File: src/rtl/instr_fetch_unit.sv
// Instruction fetch unit: owns the fetch PC, issues one-at-a-time word reads to
// instruction memory and buffers returned words, PC-tagged, in a prefetch FIFO.
module instr_fetch_unit #(
    parameter int unsigned           WIDTH      = 32,
    parameter int unsigned           FIFO_DEPTH = 4,
    parameter logic [WIDTH-1:0]      RESET_PC   = {WIDTH{1'b0}}
) (
    input  logic             clk,
    input  logic             reset,
    output logic             mem_req,
    output logic [WIDTH-1:0] mem_addr,
    input  logic             mem_ack,
    input  logic [WIDTH-1:0] mem_rdata,
    output logic [WIDTH-1:0] ir_out,
    output logic [WIDTH-1:0] pc_out,
    output logic             ir_valid,
    input  logic             ir_ready,
    input  logic             branch_en,
    input  logic [WIDTH-1:0] branch_target
);

    localparam int unsigned PTR_W = (FIFO_DEPTH > 1) ? $clog2(FIFO_DEPTH) : 1;
    localparam int unsigned CNT_W = PTR_W + 1;
    localparam logic [CNT_W-1:0] DEPTH_C  = CNT_W'(FIFO_DEPTH);
    localparam logic [CNT_W-1:0] CNT_ZERO = {CNT_W{1'b0}};
    localparam logic [CNT_W-1:0] CNT_ONE  = CNT_W'(1'b1);
    localparam logic [PTR_W-1:0] PTR_ZERO = {PTR_W{1'b0}};
    localparam logic [PTR_W-1:0] PTR_ONE  = PTR_W'(1'b1);
    localparam logic [WIDTH-1:0] ZERO_W   = {WIDTH{1'b0}};
    localparam logic [WIDTH-1:0] PC_STEP  = WIDTH'(3'b100);

    typedef enum logic [1:0] {
        IDLE = 2'd0,
        WAIT = 2'd1,
        DROP = 2'd2
    } state_t;

    state_t             state_r, state_s;
    logic [WIDTH-1:0]   fetch_pc_r, fetch_pc_s;
    logic               mem_req_r, mem_req_s;
    logic [WIDTH-1:0]   mem_addr_r, mem_addr_s;
    logic [WIDTH-1:0]   target_aligned_s;
    logic               push_s;
    logic               pop_s;

    logic [WIDTH-1:0]   ir_mem_r [FIFO_DEPTH];
    logic [WIDTH-1:0]   pc_mem_r [FIFO_DEPTH];
    logic [PTR_W-1:0]   wr_ptr_r, wr_ptr_s;
    logic [PTR_W-1:0]   rd_ptr_r, rd_ptr_s;
    logic [CNT_W-1:0]   count_r, count_s;
    logic               ir_valid_r, ir_valid_s;
    logic [WIDTH-1:0]   ir_out_r, ir_out_s;
    logic [WIDTH-1:0]   pc_out_r, pc_out_s;

    // Low target bits are defined as don't-care; collapsed here so they are visibly consumed.
    logic               unused_target_bits_s;
    assign unused_target_bits_s = ^branch_target[1:0];
    assign target_aligned_s     = {branch_target[WIDTH-1:2], 2'b00};

    // Fetch FSM and fetch-PC state register.
    always_ff @(posedge clk) begin
        if (reset) begin
            state_r    <= IDLE;
            fetch_pc_r <= RESET_PC;
            mem_req_r  <= 1'b0;
            mem_addr_r <= RESET_PC;
        end else begin
            state_r    <= state_s;
            fetch_pc_r <= fetch_pc_s;
            mem_req_r  <= mem_req_s;
            mem_addr_r <= mem_addr_s;
        end
    end

    // Fetch FSM next state: a started handshake is always carried to its ack, even after a redirect.
    always_comb begin
        state_s    = state_r;
        fetch_pc_s = fetch_pc_r;
        mem_req_s  = mem_req_r;
        mem_addr_s = mem_addr_r;
        push_s     = 1'b0;
        case (state_r)
            IDLE: begin
                if (branch_en) begin
                    fetch_pc_s = target_aligned_s;
                    state_s    = IDLE;
                end else if (count_r < DEPTH_C) begin
                    state_s    = WAIT;
                    mem_req_s  = 1'b1;
                    mem_addr_s = fetch_pc_r;
                end else begin
                    state_s    = IDLE;
                end
            end
            WAIT: begin
                if (branch_en) begin
                    fetch_pc_s = target_aligned_s;
                    if (mem_ack) begin
                        state_s   = IDLE;
                        mem_req_s = 1'b0;
                    end else begin
                        state_s   = DROP;
                    end
                end else if (mem_ack) begin
                    push_s     = 1'b1;
                    fetch_pc_s = fetch_pc_r + PC_STEP;
                    state_s    = IDLE;
                    mem_req_s  = 1'b0;
                end else begin
                    state_s    = WAIT;
                end
            end
            DROP: begin
                if (branch_en) begin
                    fetch_pc_s = target_aligned_s;
                end else begin
                    fetch_pc_s = fetch_pc_r;
                end
                if (mem_ack) begin
                    state_s   = IDLE;
                    mem_req_s = 1'b0;
                end else begin
                    state_s   = DROP;
                end
            end
            default: begin
                state_s   = IDLE;
                mem_req_s = 1'b0;
            end
        endcase
    end

    assign pop_s = ir_valid_r && ir_ready && !branch_en;

    // FIFO pointer and occupancy update; a redirect flushes and overrides push/pop.
    always_comb begin
        wr_ptr_s = wr_ptr_r;
        rd_ptr_s = rd_ptr_r;
        count_s  = count_r;
        if (branch_en) begin
            wr_ptr_s = PTR_ZERO;
            rd_ptr_s = PTR_ZERO;
            count_s  = CNT_ZERO;
        end else begin
            case ({push_s, pop_s})
                2'b10: begin
                    wr_ptr_s = wr_ptr_r + PTR_ONE;
                    count_s  = count_r + CNT_ONE;
                end
                2'b01: begin
                    rd_ptr_s = rd_ptr_r + PTR_ONE;
                    count_s  = count_r - CNT_ONE;
                end
                2'b11: begin
                    wr_ptr_s = wr_ptr_r + PTR_ONE;
                    rd_ptr_s = rd_ptr_r + PTR_ONE;
                end
                default: begin
                    count_s  = count_r;
                end
            endcase
        end
    end

    // Next head entry, so the consumer-facing outputs can be registered without extra latency.
    always_comb begin
        ir_valid_s = 1'b0;
        ir_out_s   = ZERO_W;
        pc_out_s   = ZERO_W;
        if (count_s != CNT_ZERO) begin
            ir_valid_s = 1'b1;
            if (push_s && (wr_ptr_r == rd_ptr_s)) begin
                ir_out_s = mem_rdata;
                pc_out_s = fetch_pc_r;
            end else begin
                ir_out_s = ir_mem_r[rd_ptr_s];
                pc_out_s = pc_mem_r[rd_ptr_s];
            end
        end else begin
            ir_valid_s = 1'b0;
        end
    end

    // FIFO control state and registered head outputs.
    always_ff @(posedge clk) begin
        if (reset) begin
            wr_ptr_r   <= PTR_ZERO;
            rd_ptr_r   <= PTR_ZERO;
            count_r    <= CNT_ZERO;
            ir_valid_r <= 1'b0;
            ir_out_r   <= ZERO_W;
            pc_out_r   <= ZERO_W;
        end else begin
            wr_ptr_r   <= wr_ptr_s;
            rd_ptr_r   <= rd_ptr_s;
            count_r    <= count_s;
            ir_valid_r <= ir_valid_s;
            ir_out_r   <= ir_out_s;
            pc_out_r   <= pc_out_s;
        end
    end

    // FIFO storage; contents are qualified by count so they need no reset.
    always_ff @(posedge clk) begin
        if (!reset && push_s) begin
            ir_mem_r[wr_ptr_r] <= mem_rdata;
            pc_mem_r[wr_ptr_r] <= fetch_pc_r;
        end
    end

    assign mem_req  = mem_req_r;
    assign mem_addr = mem_addr_r;
    assign ir_valid = ir_valid_r;
    assign ir_out   = ir_out_r;
    assign pc_out   = pc_out_r;

endmodule

File: config.mk
export PLATFORM = sky130hd
export DESIGN_NAME = instr_fetch_unit
export DESIGN_NICKNAME = d
export VERILOG_FILES = /design/src/rtl/instr_fetch_unit.sv
export SDC_FILE = /design/constraint.sdc
export NUM_CORES = 1
export LEC_CHECK = 0
export ABC_AREA = 1
export CORE_MARGIN = 3
export CORE_UTILIZATION = 30
export DETAILED_ROUTE_END_ITERATION = 12
export PLACE_DENSITY = 0.52
export SYNTH_ARGS = -nofsm -noshare
export SYNTH_HDL_FRONTEND = slang
export SYNTH_SLANG_ARGS = --single-unit
File: constraint.sdc
create_clock -name clk -period 7 [get_ports clk]
set_input_delay 1.4 -clock clk [delete_from_list [all_inputs] [get_ports clk]]
set_output_delay 1.4 -clock clk [all_outputs]
set_load 0.02 [all_outputs]
-- Word-level counts from Yosys, hierarchy flattened
Memory sizes are Yosys's and may differ from the RTL's. A register that Yosys moved wholly into a read port is not among the register bits.
Index checks and enable logic that the tools add are counted.
- magnitude comparators: 1
- add/subtract/negate cells: 5
- multiplexer cells: 24
- eq/ne operators: 10
- reduce and logical (&&, ||, !) cells: 17
- bitwise logic cells: 2
- operators by type and width (kind ; count):
    $mux W32 ; 3
    $pmux W32 S2 ; 1
    $add A32 B3 Y32 const B ; 1
    $mux W1 ; 12
    $reduce_or A2 Y1 ; 6
    $reduce_and A3 Y1 ; 3
    $mux W2 ; 4
    $eq A2 B2 Y1 const B ; 3
    $pmux W2 S3 ; 1
    $pmux W3 S2 ; 1
    $add A2 B1 Y2 const B ; 2
    $eq A2 B1 Y1 const B ; 2
    $ne A2 B1 Y1 const B ; 2
    $ne A2 B2 Y1 const B ; 2
    $add A3 B1 Y3 const B ; 1
    $logic_and A1 B1 Y1 ; 3
    $lt A3 B3 Y1 const B ; 1
    $mux W3 ; 1
    $ne A3 B3 Y1 const B ; 1
    $reduce_bool A3 Y1 ; 1
    $sub A3 B1 Y3 const B ; 1
    $logic_not A1 Y1 ; 2
    $logic_not A2 Y1 ; 1
    $not A1 Y1 ; 2
    other kinds (2) ; 2
- word-level logic and storage cells: 69
- output and inout port bits: 98
- bits in registers: 75
- memories kept: 2
- RAM bits: 256
- input bits: 69
- memories (memory ; words ; bits a word ; rd ports ; clocked after Yosys merged registers in ; wr ports ; RTL line ; RTL):
    ir_mem_r ; 4 ; 32 ; 1 ; 1 ; 1 ; 46 ; logic [WIDTH-1:0] ir_mem_r [FIFO_DEPTH];
    pc_mem_r ; 4 ; 32 ; 1 ; 1 ; 1 ; 47 ; logic [WIDTH-1:0] pc_mem_r [FIFO_DEPTH];

-- Depth between registers and ports, before layout
- depth in word-level cells: 9
- depth in mapped cells: 18
- depth with buffers taken out: 17

-- Worst setup path after synthesis
No wires, ideal clock.
- path kind: input -> register
- start point: in branch_en
- end point: mem ir_mem_r[0][0] (enable)
- buffers on the path: 1
- stages on the path: 6
- path slack: 1.832 ns
- setup time: 0.482 ns
- required time: 6.518 ns
- arrival time: 4.686 ns
- cells stage by stage: buf_4 nor3_2 inv_1 nor2_1 inv_1 nor2_1
- word-level cells in the longest chain between the ends: 5
- RTL lines (element ; RTL line ; RTL):
    start, declared ; 18 ; input logic branch_en,
    $mux W1 ; 96 ; if (branch_en) begin
    $mux W1 ; 82 ; case (state_r)
    $logic_and A1 B1 Y1 ; 205 ; if (!reset && push_s) begin
    $mux W1 ; 205 ;
    $mux W1 (not written as such) ; 206 ; ir_mem_r[wr_ptr_r] <= mem_rdata;
    end, declared ; 46 ;
No other way between the ends.

-- Final worst setup path
- start point: in branch_en
- end point: reg ir_out_r[2] (netlist: ir_out[2]), read port of ir_mem_r
- word-level cells in the longest chain between the ends: 8
- elaborated cells between the ends (all ways): 15
- classes of those cells: eq/ne (3); mux (6); bitwise (1); reduce/logical (5)
- RTL lines (element ; RTL line ; RTL):
    $mux W1 / $logic_not A1 Y1 (equally long branches) ; 96, 133 ;
    $mux W1 / $logic_and A1 B1 Y1 (equally long branches) ; 82, 133 ;
    $eq A2 B1 Y1 / $eq A2 B2 Y1 (equally long branches) ; 145 ; case ({push_s, pop_s})
    $pmux W3 S2 ; 145 ;
    $mux W3 ; 140 ; if (branch_en) begin
    $reduce_bool A3 Y1 ; 170 ; if (count_s != CNT_ZERO) begin
    $not A1 Y1 (no source line) ; n/a ;
    $reduce_or A2 Y1 (no source line) ; n/a ;
    end, declared ; 52 ; logic [WIDTH-1:0] ir_out_r, ir_out_s;
Parallel ways exist; a longest one is shown, timed or not.
A chain may end at the register's enable or synchronous reset.

==> qor.yml <==
worstReg2RegStart: "ir_valid"
pwr-share-comb_pct: 6.4
dr.pass1.iters: 4
htreeDepth: 2
p_switching_mw: 1.19
critical_path_required_ps: 7450
end_kind: "flop"
antennaDiodeCount: 0
grt_pass1_wl_um: 68100
setup_slack_ps: 2500
pre_cts_slack_ps: 1930
cts_hold_buf: 0
postLayoutCoreUtil_pct: 37.4
ff2ff_path_depth: 11
cts.sinks: 381
ios: 167
rsz0062_at_grt: "no"
hp-start: "mem_addr[9]"
grtUsageTotal_pct: 15.3
syn_avg_cell_area_sq_um: 9.23
portBuffers: 160
max_cap_violations: 0
period_needed_ps: 4500
synth_area_sq_um: 16500
yosys_register_bits: 381
stdcell_count: 2655
routed_wl_um: 44500
clk_path_buf_depth: 3
fmax_mhz: 222
holdPathEnd: "mem_addr[9]"
initial_core_util_pct: 30.5
min_path_type: "flop to flop"
drt_iter0_drc: 706
die_x_um: 241
setup-tns-final_ps: 0
register_area_sq_um: 10100
seq_area_frac_synth_pct: 61.2
clockRootBuffer: "clkbuf_16"
status: "complete, no violations"
cts-resized-gates: 0
r2r_end: "ir_out[2]"
finalHoldViolations: 0
core_sq_um: 54100
die-area_sq_um: 57900
grt_pass1_vias: 11500
finalClockSkew_ps: 27.9
gp_congestion: 0.878
insertion_delay_ps: 580
dpl.cell_count: 2571
leakage_nw: 7.95
grt_overflow: 0
peakVddDrop_uv: 192
final_max_slew_viol_count: 0
grt_max_degree: 90
multi_input_area_sq_um: 5160
antenna_found_initial: 0
yosysWarnings: 0
clkPwrFrac_pct: 45.6
postCtsSetupBuffers: 0
relSlewSlack_pct: 27.5
post_drt_wl_per_cell_um: 16.8
dp_hpwl_um: 26500
drc: 0
nFillCells: 5395
fin_nets: 2005
worst_hold_path.num_cells: 2
r2r_slack_ps: 3570
cts_tree: "yes"
avgViaCountPerCell: 4.56
yosysUniqueCellTypes: 32
seqPwrFrac_pct: 48.1
cp-start-kind: "primary input"
area_growth_pct: 22.6
drive_gt1_share_pct: 5.36
detail-route-antenna-nets: 0
cp.arrival_ps: 4950
crit_fanout: 89
syn-instance-count: 1789
num_rows: 85
internal_power_mw: 4.01
numCtsBuffers: 45
clk_pin_slew_worst_paths_ps: 60
sw_frac_of_total_pct: 22.9
p_per_area_nw_per_um2: 257
die_h_um: 241
fin_crit_sh_pct: 64.2
setup.worst_path.class: "primary input to flop"
worst_pin_slew_ps: 1090
via_count: 12100
setup_viol: 0
==> power groups by stage <==
stage	combinational (mW)	sequential, mW	clock, mW
finish	0.332	2.50	2.37
global route	0.367	2.50	2.53
CTS	0.336	2.50	2.45
detailed placement	0.335	2.55	0
global placement	0.332	2.54	0
floorplan	0.156	2.55	0
==> routing by layer <==
layer	up-vias	wire length (um)	global-route usage, %
met5	-	0	0
met4	0	977	4.77
met3	55	2510	2.74
met2	308	20600	24.9
met1	5638	20400	20.7
li1	6093	-	-
==> cell type report <==
type	instances	area share (%)
inverter	226	4.19
tap	696	4.30
multi-input combinational	1089	25.5
clock buffer	61	6.15
timing repair buffer	179	8.71
clock inverter	23	1.27
sequential	381	49.9
==> logic make-up after synthesis <==
kind of cell	synth area share (%)
other	0.0227
adder cells (fa/ha/maj)	1.06
buffers and inverters	7.98
flip-flops	61.2
AO/OA/AOI/OAI	6.47
XOR/XNOR	0.106
AND/OR/NAND/NOR	23.2
==> worst max path at each step <==
stage / from / end / cells past startpoint
3_5_place_dp: branch_en / ir_out[2] / 11
4_1_cts: branch_en / ir_out[2] / 11
3_3_place_gp: branch_en / ir_out[2] / 11
6_report: branch_en / ir_out[2] / 11
5_1_grt: branch_en / ir_out[2] / 11
2_1_floorplan: branch_en / ir_mem_r[0][0] / 6
==> critical path, stage by stage <==
cell and delay [ps]:
clkdlybuf4s50_1 630, nor2_2 340, nand2_2 110, nand2_4 230, buf_4 750, buf_4 730, nand2_1 110, o211ai_1 120
nand2_1 80, nor2_1 140, nor2_1 60
==> stage by stage <==
stage / instance area, sq um / total power, mW / hold slack [ps]
finish: 20300 / 5.20 / 494
global route: 20300 / 5.41 / 508
CTS: 20300 / 5.28 / 493
detailed placement: 18800 / 2.88 / 485
global placement: 18800 / 2.88 / 482
floorplan: 16500 / 2.71 / 497
==> cells in the final DEF, fill, tap and decap left out, types with 2 or more instances in the layout <==
cell type        synthesis  layout
nand2_1                474     472
edfxtp_1               248     248
nor2_1                 250     246
inv_1                  222     222
clkdlybuf4s50_1          0     159
dfxtp_1                133     133
nand3_1                101     100
o211ai_1                63      63
nand3b_1                63      63
clkbuf_16                0      45
a211oi_1                37      37
a21oi_1                 34      34
o21ai_0                 22      22
buf_4                    6      17
ha_1                    14      14
clkbuf_1                45      10
clkinv_1                 1       9
nand4_1                  8       8
clkinv_2                 0       7
clkbuf_8                 0       6
nor2_4                   0       5
bufinv_16                0       5
nor3_1                   4       4
or2_2                    4       4
conb_1                   1       4
inv_2                    3       3
xor2_1                   2       2
nand2_2                  1       2
clkinv_8                 0       2
buf_12                   0       2
==> sequential cells by signal, summed over array words and instances, names as in the netlist <==
name and flops:
count_r 3, fetch_pc_r 30, ir_mem_r 128, ir_out 32, ir_valid 1, mem_addr 30, mem_req 1, pc_mem_r 120
pc_out 30, rd_ptr_r 2, state_r 2, wr_ptr_r 2
==> synth_stat cells <==
master / number / area, sq um
nand2_2: 1 / 6.26
xor2_1: 2 / 17.5
conb_1: 1 / 3.75
nand4_1: 8 / 50.1
ha_1: 14 / 175
edfxtp_1: 248 / 7450
nor2_2: 2 / 12.5
o21ai_0: 22 / 110
clkinv_1: 1 / 3.75
dfxtp_1: 133 / 2660
clkbuf_1: 45 / 169
buf_2: 28 / 140
inv_2: 3 / 11.3
a21oi_4: 1 / 16.3
nand3_1: 101 / 505
a21oi_1: 34 / 170
a211oi_1: 37 / 278
nor3_1: 4 / 20.0
o211ai_1: 63 / 473
nand2_1: 474 / 1780
inv_1: 222 / 833
buf_6: 7 / 78.8
buf_1: 10 / 37.5
nor4_1: 1 / 6.26
nand3b_1: 63 / 473
buf_4: 6 / 45.0
nor3_2: 1 / 10.0
o21bai_1: 1 / 7.51
nor2_1: 250 / 938
o21a_1: 1 / 7.51
or2_2: 4 / 25.0
a31oi_1: 1 / 6.26
Note: power is estimated with default switching activity, not from simulation.
==> RTL edit 1: new RTL, config.mk and constraints unchanged <==
The 3 states of `state_t` get a one-hot encoding in 3 bits.
--- a/src/rtl/instr_fetch_unit.sv
+++ b/src/rtl/instr_fetch_unit.sv
@@ -29,10 +29,10 @@
     localparam logic [WIDTH-1:0] ZERO_W   = {WIDTH{1'b0}};
     localparam logic [WIDTH-1:0] PC_STEP  = WIDTH'(3'b100);
 
-    typedef enum logic [1:0] {
-        IDLE = 2'd0,
-        WAIT = 2'd1,
-        DROP = 2'd2
+    typedef enum logic [2:0] {
+        IDLE = 3'b001,
+        WAIT = 3'b010,
+        DROP = 3'b100
     } state_t;
 
     state_t             state_r, state_s;
Check against the original RTL: same outputs for any inputs over 4 cycles, from zero or initial values and one cycle with reset high; so few cycles prove little.
==> RTL edit 1 against the original RTL <==
  * Wire length increased by 4.0%
  * Setup slack better by 0.15 ns
  * Synthesized area up 0.16%
  * Sequential share of layout area is 0.37 points higher
  * Power fell by 1.7%
  * Non-clock buffer count grew 2
  * Largest cell class unchanged
  * Via count rose by 4.1%
  * Sequential cell count up 1
  * Final area decreased by 0.54%
  * First-iteration DRC count rose by 18%
  * Register-to-register slack got worse by 0.07 ns
==> RTL edit 1: results (changes against the original RTL) <==
[outcome]
status = finished clean

[critical_path]
arrival_ns = 4.83  ; -0.12 ns
slowest_stage = clkdlybuf4s50_1
path_max_fanout = 31  ; -65%
r2r_setup_slack_ns = 3.50  ; -0.07 ns
cpPeakStageDelay_ns = 0.67  ; -0.08 ns

[synthesis]
synth-seq-area-share_pct = 61.2  ; about the same
synthArstFlopShare_pct = 0  ; unchanged
yosysWarnings = 0  ; unchanged
synth_common_cells = 517 x nand2_1, 248 x edfxtp_1, 218 x inv_1
synth.area.top_cells = edfxtp_1 45%, dfxtp_1 16%, nand2_1 12%
synth_ff_type = edfxtp_1
synth_edf_count = 248  ; unchanged
synth.distinct_cells = 29  ; -9.4%

[pwr]
peakVddDrop_mv = 0.147  ; -24%
p_leak_nw = 7.68  ; -3.4%

[route]
vias_per_cell = 4.63  ; +1.7%
drtIter0Drc = 831  ; +18%
avgRoutedWirePerCell_microns = 17.0  ; +1.6%
dr.pass1.iters = 5  ; +1

[clock_tree]
cts_buffers = 44  ; -2.2%
clockRootBuffer = clkbuf_16
cts_setup_buffers = 0  ; unchanged
cts_buffer_depth = 3  ; unchanged
ctsResizeCount = 0  ; unchanged
htree_levels = 2  ; unchanged

[global_route]
grt_overflow = 0  ; unchanged
grt_max_degree = 88  ; -2.2%
grt_pass1_vias = 12000  ; +4.3%
grt_usage_pct = 16.0  ; +0.71 points
antenna_found_initial = 0  ; unchanged
grt_pass1_wl_microns = 71600  ; +5.1%

[sta]
post-route-period-util_pct = 62.1  ; -2.1 points
worstMarginPinSlew_ns = 1.12  ; +0.0356 ns
clock_skew_ns = 0.0212  ; -0.00673 ns

[placement]
dpl_cell_area_sq_mm = 0.0188  ; about the same
port_buffers = 160  ; unchanged
gp_congestion = 0.838  ; -4.6%
place_ws_ns = 2.03  ; +0.101 ns
hpwl_microns = 27300  ; +2.9%

[finish]
drive_above_1_share_pct = 5.19  ; -0.17 points
n_antenna_cell = 0  ; unchanged
final_nets = 2068  ; +3.1%
fillCellCount = 5466  ; +1.3%
finish.utilization_pct = 37.1  ; -0.27 points
largest_register_ffs = 128  ; unchanged

[min_path]
hold_path_class = reg -> reg

==> RTL edit 1: worst paths after layout <==
kind	start	to	depth (start not counted)
max	branch_en	ir_out[22]	15
min	mem_addr[19]	mem_addr[19]	2
max reg2reg	state_r[0]	ir_out[22]	17
min reg2reg	mem_addr[19]	mem_addr[19]	2
==> RTL edit 1: layout make-up <==
cell class	instances	share of cell area (%)
Inverter	221	4.14
Tap cell	696	4.32
Multi-Input combinational cell	1159	25.6
Timing Repair Buffer	181	8.79
Sequential cell	382	50.3
Clock inverter	15	0.553
Clock buffer	64	6.30
==> RTL edit 1: layer usage <==
metal,up-vias,share of wire [%],GRT usage [%]
met3,57,6.2,3.31
li1,6289,-,-
met4,0,2.0,3.93
met5,-,0,0
met2,339,44,25.5
met1,5908,47,22.4
==> RTL edit 1: logic make-up after synthesis <==
group	Yosys count	share of synthesized area, %
AND/OR/NAND/NOR	898	22.3
adder cells (fa/ha/maj)	10	0.756
AO/OA/AOI/OAI	242	7.41
buffers and inverters	321	8.00
other	1	0.0227
XOR/XNOR	5	0.265
flip-flops	382	61.2
==> RTL edit 1: worst min-delay path, cell delays in order, from the launching register on <==
cell	delay [ns]
dfxtp_1	0.31
inv_1	0.05
a21oi_1	0.05
==> RTL edit 1: power by group <==
part	switching, W	internal [W]	leakage, nW
Clock	0.000910	0.00129	0.674
Sequential	0.0000896	0.00246	3.36
Combinational	0.000213	0.000136	3.64
==> RTL edit 1: through the flow <==
| stage | instances | hold WS, ns |
|---|---|---|
| finish | 2718 | 0.451 |
| global route | 2718 | 0.472 |
| CTS | 2718 | 0.452 |
| detailed placement | 2639 | 0.441 |
| global placement | 2639 | 0.437 |
| floorplan | 1862 | 0.506 |
==> RTL edit 2: new RTL, config.mk and constraints unchanged <==
Without the edit above. Change the parameter `WIDTH` from 32 to 64.
--- a/src/rtl/instr_fetch_unit.sv
+++ b/src/rtl/instr_fetch_unit.sv
@@ -1,7 +1,7 @@
 // Instruction fetch unit: owns the fetch PC, issues one-at-a-time word reads to
 // instruction memory and buffers returned words, PC-tagged, in a prefetch FIFO.
 module instr_fetch_unit #(
-    parameter int unsigned           WIDTH      = 32,
+    parameter int unsigned           WIDTH      = 64,
     parameter int unsigned           FIFO_DEPTH = 4,
     parameter logic [WIDTH-1:0]      RESET_PC   = {WIDTH{1'b0}}
 ) (
Ports: changed (5 resized); port bits go from 167 to 327. The function was not compared with the original's and may differ.
==> RTL edit 2 against the original RTL <==
  * Sequential share of layout area fell by 0.30 points
  * Wire length rose by 140%
  * Synthesized area rose by 100%
  * Power rose by 98%
  * Sequential cell count rose by 384
  * Largest cell class unchanged
  * Cell count rose by 110%
  * Final area rose by 100%
  * Synthesized cell count rose by 110%
  * Worst hold slack got worse by 0.013 ns
  * Setup slack improved by 0.33 ns
  * Via count rose by 120%
  * Clock power rose by 93%
  * Utilization fell by 0.39 points
==> RTL edit 2: results (changes against the original RTL) <==
[outcome]
status = finished clean

[synthesis]
synth-seq-area-share_pct = 60.6  ; -0.56 points
synth.distinct_cells = 38  ; +19%
synth_edf_count = 504  ; +100%
synth_ff_type = edfxtp_1
synth.area.top_cells = edfxtp_1 45%, dfxtp_1 16%, nand2_1 14%
synth_common_cells = 1247 x nand2_1, 504 x edfxtp_1, 452 x nand3_1

[global_route]
grt_max_degree = 173  ; +92%
grt_pass1_wl_microns = 159000  ; +130%
grt_usage_pct = 18.0  ; +2.7 points
busiest_layer = met2
use_met3_pct = 3.36  ; +0.62 points
antenna_found_initial = 5  ; +5
use_met2_pct = 28.8  ; +3.9 points
grt_pass1_vias = 24700  ; +110%
use_met1_pct = 24.5  ; +3.8 points

[finish]
largest_register_ffs = 256  ; +100%
fillCellCount = 11300  ; +110%
final_nets = 4108  ; +100%
drive_above_1_share_pct = 4.78  ; -0.58 points

[route]
avgRoutedWirePerCell_microns = 19.3  ; +15%
dr.pass1.iters = 6  ; +2
vias_per_cell = 4.73  ; +3.8%
drtIter0Drc = 1879  ; +170%

[min_path]
hold_path_end = mem_addr[25]
hold_path_class = reg -> reg
hold_depth = 2  ; unchanged
hp-start = mem_addr[25]

[placement]
port_buffers = 320  ; +100%
place_ws_ns = 2.13  ; +0.198 ns
dpl_cell_area_sq_mm = 0.0382  ; +100%
hpwl_microns = 62900  ; +140%
gp_congestion = 0.928  ; +5.6%

[critical_path]
r2r_setup_slack_ns = 3.63  ; +0.06 ns
path_max_fanout = 71  ; -20%
crit_path_end = ir_out[39]
crit_start = branch_en
worstReg2RegEnd = ir_out[51]
arrival_ns = 4.75  ; -0.20 ns
reg2regPathDepth = 11  ; unchanged
rr_startpoint = ir_valid

[clock_tree]
cts_buffer_depth = 3  ; unchanged
ctsResizeCount = 0  ; unchanged
clkLatencyLatePin_ns = 0.65  ; +0.07 ns
htree_levels = 3  ; +1
clockRootBuffer = clkbuf_16
cts_buffers = 89  ; +98%
path_clk_slew_ns = 0.06  ; about the same

[sta]
worstMarginPinSlew_ns = 1.31  ; +0.219 ns
clock_skew_ns = 0.0307  ; +0.00281 ns
timing.hold.ws_ns = 0.481  ; -0.0130 ns

[pwr]
p_leak_nw = 16.1  ; +100%
peakVddDrop_mv = 0.162  ; -16%

## RTL edit 2: cell types whose count changed in the layout (fill, tap and decap cells not counted), moves of 63 or more
cell	change
dfxtp_1	+128
and2_1	+127
clkdlybuf4s50_1	+160
edfxtp_1	+256
a21oi_1	+80
nand2_1	+772
nand3b_1	+63
o21ai_0	+84
nand3_1	+351
## RTL edit 2: layout make-up
class / count / area share [%]
antenna: 1 / 0.00610
tap: 1488 / 4.54
multi-input combinational: 2507 / 27.9
sequential: 765 / 49.6
inverter: 249 / 2.29
clock inverter: 54 / 1.19
clock buffer: 112 / 5.84
timing repair buffer: 352 / 8.65
## RTL edit 2: critical path: stages
cell	delay, ns
clkdlybuf4s50_1	0.57
inv_2	0.22
nand3_2	0.14
nand2_1	0.16
nand4_1	0.15
nand2_4	0.65
buf_4	0.95
nand3_1	0.17
nand2_1	0.11
and2_1	0.16
## RTL edit 2: metal layers
layer | wire, microns | share of wire (%)
met5 | 0 | 0
met4 | 3350 | 3.1
met3 | 6590 | 6.2
met2 | 48600 | 46
met1 | 48200 | 45
## RTL edit 2: power by group
part | internal [W] | switching [W]
combinational | 0.000253 | 0.000388
sequential | 0.00491 | 0.000154
clock | 0.00266 | 0.00191
total | 0.00783 | 0.00245
## RTL edit 2: cells by family after synthesis
group	Yosys count	share of synthesized area (%)
buffers and inverters	470	5.62
other	1	0.0112
XOR/XNOR	13	0.339
AO/OA/AOI/OAI	236	3.61
AND/OR/NAND/NOR	2243	29.4
flip-flops	765	60.6
adder cells (fa/ha/maj)	11	0.410
## RTL edit 2: through the flow
| step | instances | utilization (%) |
|---|---|---|
| floorplan | 3742 | - |
| finish | 5528 | 37.0 |
| CTS | 5527 | 37.0 |
| detailed placement | 5361 | 34.4 |
| global placement | 5361 | 34.4 |
| global route | 5527 | 37.0 |
